--- src/rtl/apb3_completer_bridge.sv ---
// APB3 completer that forwards each transfer as a single-beat back-end request.
// Adds wait states until the back-end answers; errors, misalignment, protocol violations and timeouts complete with pslverr.
module apb3_completer_bridge #(
    parameter int AddressWidth  = 20,
    parameter int DataWidth     = 32,
    parameter int TimeoutCycles = 16
) (
    input  logic                    clk,
    input  logic                    rst_n,
    input  logic [AddressWidth-1:0] i_paddr,
    input  logic                    i_pselx,
    input  logic                    i_penable,
    input  logic                    i_pwrite,
    input  logic [DataWidth-1:0]    i_pwdata,
    output logic                    o_pready,
    output logic [DataWidth-1:0]    o_prdata,
    output logic                    o_pslverr,
    output logic                    o_req_valid,
    output logic                    o_req_write,
    output logic [AddressWidth-1:0] o_req_addr,
    output logic [DataWidth-1:0]    o_req_wdata,
    input  logic                    i_rsp_valid,
    input  logic [DataWidth-1:0]    i_rsp_rdata,
    input  logic                    i_rsp_error
);

    localparam int LSB = (DataWidth > 8) ? $clog2(DataWidth / 8) : 0;
    localparam int CW  = $clog2(TimeoutCycles + 1);

    typedef enum logic [2:0] {IDLE, REQ, WAIT, RESP, ERR} state_t;

    state_t                  r_state, w_state_nxt;
    logic                    r_err_hold, w_err_hold_nxt;
    logic [CW-1:0]           r_cnt, w_cnt_nxt;
    logic                    w_latch;
    logic                    w_setup;
    logic                    w_violation;
    logic                    w_misaligned;
    logic                    w_pready_nxt;
    logic                    w_pslverr_nxt;
    logic [DataWidth-1:0]    w_prdata_nxt;

    logic                    r_pready;
    logic [DataWidth-1:0]    r_prdata;
    logic                    r_pslverr;
    logic                    r_req_valid;
    logic                    r_req_write;
    logic [AddressWidth-1:0] r_req_addr;
    logic [DataWidth-1:0]    r_req_wdata;

    generate
        if (LSB == 0) begin : g_byte_bus
            assign w_misaligned = 1'b0;
        end else begin : g_wide_bus
            assign w_misaligned = |i_paddr[LSB-1:0];
        end
    endgenerate

    assign w_setup     = i_pselx & ~i_penable;
    assign w_violation = i_pselx & i_penable;

    // Errors raised from IDLE spend one cycle in ERR with pready low (err_hold),
    // so they complete with one wait state like a normal access phase would.
    always_comb begin
        w_state_nxt    = r_state;
        w_err_hold_nxt = 1'b0;
        w_cnt_nxt      = r_cnt;
        w_latch        = 1'b0;
        w_prdata_nxt   = '0;
        w_pslverr_nxt  = 1'b0;
        case (r_state)
            IDLE: begin
                if (w_setup) begin
                    w_latch = 1'b1;
                    if (w_misaligned) begin
                        w_state_nxt    = ERR;
                        w_err_hold_nxt = 1'b1;
                    end else begin
                        w_state_nxt = REQ;
                    end
                end else if (w_violation) begin
                    w_state_nxt    = ERR;
                    w_err_hold_nxt = 1'b1;
                end
            end
            REQ: begin
                w_cnt_nxt   = '0;
                w_state_nxt = i_pselx ? WAIT : IDLE;
            end
            WAIT: begin
                if (!i_pselx) begin
                    w_state_nxt = IDLE;
                end else if (i_rsp_valid) begin
                    w_state_nxt   = RESP;
                    w_prdata_nxt  = r_req_write ? '0 : i_rsp_rdata;
                    w_pslverr_nxt = i_rsp_error;
                end else if (r_cnt == CW'(TimeoutCycles)) begin
                    w_state_nxt   = ERR;
                    w_pslverr_nxt = 1'b1;
                end else begin
                    w_cnt_nxt = r_cnt + 1'b1;
                end
            end
            RESP: begin
                w_state_nxt = IDLE;
            end
            ERR: begin
                if (r_err_hold) begin
                    w_state_nxt   = ERR;
                    w_pslverr_nxt = 1'b1;
                end else begin
                    w_state_nxt = IDLE;
                end
            end
            default: begin
                w_state_nxt = IDLE;
            end
        endcase
    end

    assign w_pready_nxt = (w_state_nxt == RESP) | ((w_state_nxt == ERR) & ~w_err_hold_nxt);

    always_ff @(posedge clk or negedge rst_n) begin
        if (!rst_n) begin
            r_state     <= IDLE;
            r_err_hold  <= 1'b0;
            r_cnt       <= '0;
            r_pready    <= 1'b0;
            r_prdata    <= '0;
            r_pslverr   <= 1'b0;
            r_req_valid <= 1'b0;
            r_req_write <= 1'b0;
            r_req_addr  <= '0;
            r_req_wdata <= '0;
        end else begin
            r_state     <= w_state_nxt;
            r_err_hold  <= w_err_hold_nxt;
            r_cnt       <= w_cnt_nxt;
            r_pready    <= w_pready_nxt;
            r_prdata    <= w_prdata_nxt;
            r_pslverr   <= w_pslverr_nxt;
            r_req_valid <= (w_state_nxt == REQ);
            if (w_latch) begin
                r_req_write <= i_pwrite;
                r_req_addr  <= i_paddr;
                r_req_wdata <= i_pwrite ? i_pwdata : '0;
            end
        end
    end

    assign o_pready    = r_pready;
    assign o_prdata    = r_prdata;
    assign o_pslverr   = r_pslverr;
    assign o_req_valid = r_req_valid;
    assign o_req_write = r_req_write;
    assign o_req_addr  = r_req_addr;
    assign o_req_wdata = r_req_wdata;

endmodule

--- config.mk ---
export PLATFORM = sky130hd
export DESIGN_NAME = apb3_completer_bridge
export DESIGN_NICKNAME = d
export VERILOG_FILES = /design/src/rtl/apb3_completer_bridge.sv
export SDC_FILE = /design/constraint.sdc
export NUM_CORES = 1
export LEC_CHECK = 0
export BUFFER_PORTS_ARGS = -buffer_cell sky130_fd_sc_hd__buf_2
export CORE_MARGIN = 8
export CORE_UTILIZATION = 40
export DETAILED_ROUTE_END_ITERATION = 12
export PLACE_DENSITY = 0.73
export SETUP_SLACK_MARGIN = 0.02
export SLEW_MARGIN = 5
export SYNTH_ARGS = -nofsm -noshare
export SYNTH_HDL_FRONTEND = slang
export SYNTH_SLANG_ARGS = --single-unit
--- constraint.sdc ---
create_clock -name clk -period 1.9 [get_ports clk]
set_clock_uncertainty 0.2 [all_clocks]
set_input_delay 0.19 -clock clk [delete_from_list [all_inputs] [get_ports clk]]
set_output_delay 0.19 -clock clk [all_outputs]
set_load 0.005 [all_outputs]
==> metrics.csv <==
stage;metric;value;unit
worst_setup_path;Critical Path Sink Type;flip-flop;
worst_setup_path;reg2reg end;o_req_addr[12]$_DFFE_PN0P_;
global_route;largest net degree at the start of global routing;42;
synthesis;synth warn;0;
clocking;Skew-Pair Late Insertion Delay;0.34;ns
die;Ports;179;
pwr;leakage power;3.05;nW
timing;crit share post-route;105;%
clocking;CTS H-Tree Depth;3;
cells_and_area;Area Overhead vs Synth;57.4;%
worst_setup_path;CP startpoint;r_state[2]$_DFF_PN0_;
detailed_routing;post-route ant nets;0;
detailed_routing;Initial DRC Count;156;
global_route;number of global-route vias before repair;3681;
placement;final HPWL from detailed placement;7.78;mm
global_route;gr ovfl total;0;
cells_and_area;Finished Layout Cells;700;
min_path;HP Class;in2reg;
global_route;first-pass GRT wire length;18.7;mm
min_path;hold path endpoint;r_state[1]$_DFF_PN0_;
detailed_routing;final WL;11.8;mm
timing;Least-Margin Pin Slew;0.667;ns
worst_setup_path;Crit path max-delay family;simple AND/OR/NAND/NOR gates;
placement;RD Place Congestion;0.764;
worst_setup_path;R2R Path Start;r_state[2]$_DFF_PN0_;
worst_setup_path;slowest cell on the critical path;or4b_4;
min_path;hold path cells;4;
timing;FMAX;503;MHz
timing;count of pins over their slew limit;0;
pwr;Flop pwr share;51.5;%
clocking;CTS tree;done;
cells_and_area;share of layout cells above drive strength 1;39.8;%
detailed_routing;drt wl/cell;16.8;um
clocking;clk slew on worst S/H paths;0.09;ns
worst_setup_path;kind of critical path;reg2reg;
die;die area;12800;sq um
placement;Placed Area;4840;sq um
timing;Period minus WS final;1.99;ns
timing;Hold Vio Cnt, Final;0;
detailed_routing;routed vias/inst;4.83;
pwr;Switching Share;28.6;%
clocking;CTS Buf Count;9;
cells_and_area;Nets;677;
synthesis;FF+latch count, synth;97;
detailed_routing;drt drc;0;
pwr;Switching Power;1.42;mW
global_route;global-route usage over all layers;18.3;%
die;die width;113;um
cells_and_area;Design Area, Final;5920;sq um
worst_setup_path;FF-to-FF setup slack;-0.09;ns
die;num rows;35;
timing;Final Hold Slack;0.0525;ns
placement;Port Buffers;178;
worst_setup_path;CP Buf/Inv Count;2;
die;Initial Util;40.9;%
synthesis;cell count after synthesis;314;
clocking;clk buf depth;2;
timing;Worst slew margin;55.5;%
timing;endpoints failing setup;22;
min_path;Hold Startpoint;i_pselx;
die;die height;113;um
status;failing checks;negative setup slack;
timing;Final WS setup;-0.0898;ns
pwr;Pwr per Cell Area;842;nW/um^2
detailed_routing;1st-pass router iterations;4;
worst_setup_path;crit-path cells;or4b_4 > buf_6 > nor2_8 > buf_12 > mux2_2;
run;MaxCap Viol Count;0;
clocking;Sink Count;97;
pwr;peak supply drop;0.435;mV
placement;placed insts;597;
pwr;Logic pwr share;23.9;%
synthesis;Synthesized Nets;407;
worst_setup_path;Worst path max stage delay;0.56;ns
worst_setup_path;CP Max Fanout;19;
pwr;internal power;3.56;mW
worst_setup_path;crit path DAT;2.02;ns
worst_setup_path;worst path required time;1.93;ns
die;core area;9200;sq um
detailed_routing;Vias;3383;
synthesis;synthesized area;3760;sq um
global_route;initial antenna violation count;1;
pwr;clock share of power;24.6;%
clocking;CTS Root Cell;clkbuf_8;
synthesis;Synth Area per Inst;12.0;sq um
status;run status;complete, but fails checks;
synthesis;sequential area share after synthesis;64.5;%
worst_setup_path;Reg2Reg Depth;5;
timing;RSZ-0062 raised after global routing;yes;
synthesis;Synth cell types;34;
worst_setup_path;kind of start point of the critical path;flip-flop;
synth_stat cells:
cell	count	area, sq um
mux2_2	19	214
or4_1	1	7.51
nand2b_1	2	12.5
or3_1	1	6.26
and2_1	32	200
a21oi_1	3	15.0
nor2b_1	1	6.26
nand3_1	3	15.0
buf_4	1	7.51
a31oi_1	1	6.26
o31ai_1	1	7.51
nand2_1	36	135
or2_1	1	6.26
clkbuf_1	14	52.6
nor4_1	1	6.26
nor3_1	3	15.0
ha_1	2	25.0
buf_6	5	56.3
inv_1	3	11.3
nor4bb_1	2	20.0
and4bb_2	1	12.5
or3b_2	1	8.76
o21ai_1	30	150
mux2i_1	3	30.0
mux2_4	2	30.0
a21o_1	1	7.51
nand4_1	1	6.26
or4b_1	1	10.0
nand4b_1	1	8.76
nor2_8	1	20.0
nor2_1	3	11.3
dfrtp_1	97	2430
nand4bb_1	2	22.5
o21ai_0	38	190
layout by cell type, fill, tap and decap left out, types with 4 or more instances in the layout:
master         Yosys  routed
mux2_2            19      19
and2_1            32      32
dlygate4sd3_1      0      87
buf_2              0     177
o21ai_1           30      30
clkbuf_8           0      10
buf_12             0       4
o21ai_0           38      38
buf_4              1       8
dfrtp_1           97      97
nand2_1           36      36
final cells by class:
type	instances	area [sq um]
clock buffer	10	138
inverter	3	11.3
fill	731	3280
timing repair buffer	279	1930
multi-input combinational	194	1230
sequential	97	2430
antenna	1	2.50
tap	111	139
clock inverter	5	40.0
what timing repair did:
item,4_1_cts,5_1_grt
buffers inserted,0,0
hold buffers,88,0
gates resized for setup,3,3
endpoints found under the setup margin,48,59
endpoints found under the hold margin,186,0
pin swaps,0,1
flip-flops by register name, summed over array words and instances (netlist names):
signal	count
o_req_addr	20
o_req_write	1
r_state	3
o_req_wdata	32
o_pslverr	1
r_cnt	5
o_prdata	32
o_req_valid	1
o_pready	1
r_err_hold	1
metrics by stage:
| stage | utilization [%] | TNS (ns) | setup slack, ns | total power, mW |
|---|---|---|---|---|
| floorplan | - | -2.65 | -0.141 | 3.05 |
| global placement | 52.6 | -2.06 | -0.109 | 3.60 |
| detailed placement | 52.6 | -2.25 | -0.127 | 3.65 |
| CTS | 64.2 | -1.58 | -0.0892 | 5.02 |
| global route | 64.4 | -3.47 | -0.146 | 5.26 |
| finish | 64.4 | -1.59 | -0.0898 | 4.98 |
metal layers:
layer / vias to the layer above / part of all wire [%] / GRT usage (%)
li1: 1603 / - / -
met1: 1641 / 39 / 20.2
met2: 120 / 52 / 31.7
met3: 19 / 7.8 / 6.92
met4: 0 / 1.8 / 6.31
met5: - / 0 / 0
cell families (layout without fill, tap and decap cells):
| kind of cell | after synthesis | count (layout) | share of synthesized area, % |
|---|---|---|---|
| buf+inv | 23 | 297 | 3.39 |
| flops | 97 | 97 | 64.5 |
| fa+ha+maj | 2 | 2 | 0.665 |
| simple gates | 94 | 94 | 14.1 |
| compound gates | 74 | 74 | 10.0 |
| mux | 24 | 24 | 7.29 |
| other cells | 0 | 1 | 0 |
power by group through the flow:
| stage | registers (mW) | logic (mW) | clock network [mW] |
|---|---|---|---|
| final | 2.57 | 1.19 | 1.23 |
| after global routing | 2.61 | 1.31 | 1.34 |
| after CTS | 2.57 | 1.19 | 1.26 |
| after detailed placement | 2.60 | 1.05 | 0 |
| after global placement | 2.59 | 1.02 | 0 |
| after floorplan | 2.62 | 0.435 | 0 |
worst reg2reg max path: stages, from the launching register on:
cell and delay [ns]:
dfrtp_1 0.39, or4b_4 0.56, buf_6 0.15, nor2_8 0.08, buf_12 0.16, mux2_2 0.35
how the worst max path moves through the flow:
stage | end | slack [ns] | depth (start not counted)
3_3_place_gp | o_req_addr[18]$_DFFE_PN0P_ | -0.11 | 5
4_1_cts | o_req_addr[18]$_DFFE_PN0P_ | -0.09 | 5
3_5_place_dp | o_req_addr[18]$_DFFE_PN0P_ | -0.13 | 5
6_report | o_req_addr[12]$_DFFE_PN0P_ | -0.09 | 5
2_1_floorplan | o_req_addr[0]$_DFFE_PN0P_ | -0.14 | 5
5_1_grt | o_req_addr[6]$_DFFE_PN0P_ | -0.15 | 5
No activity file was read; power rests on OpenSTA's default activity.
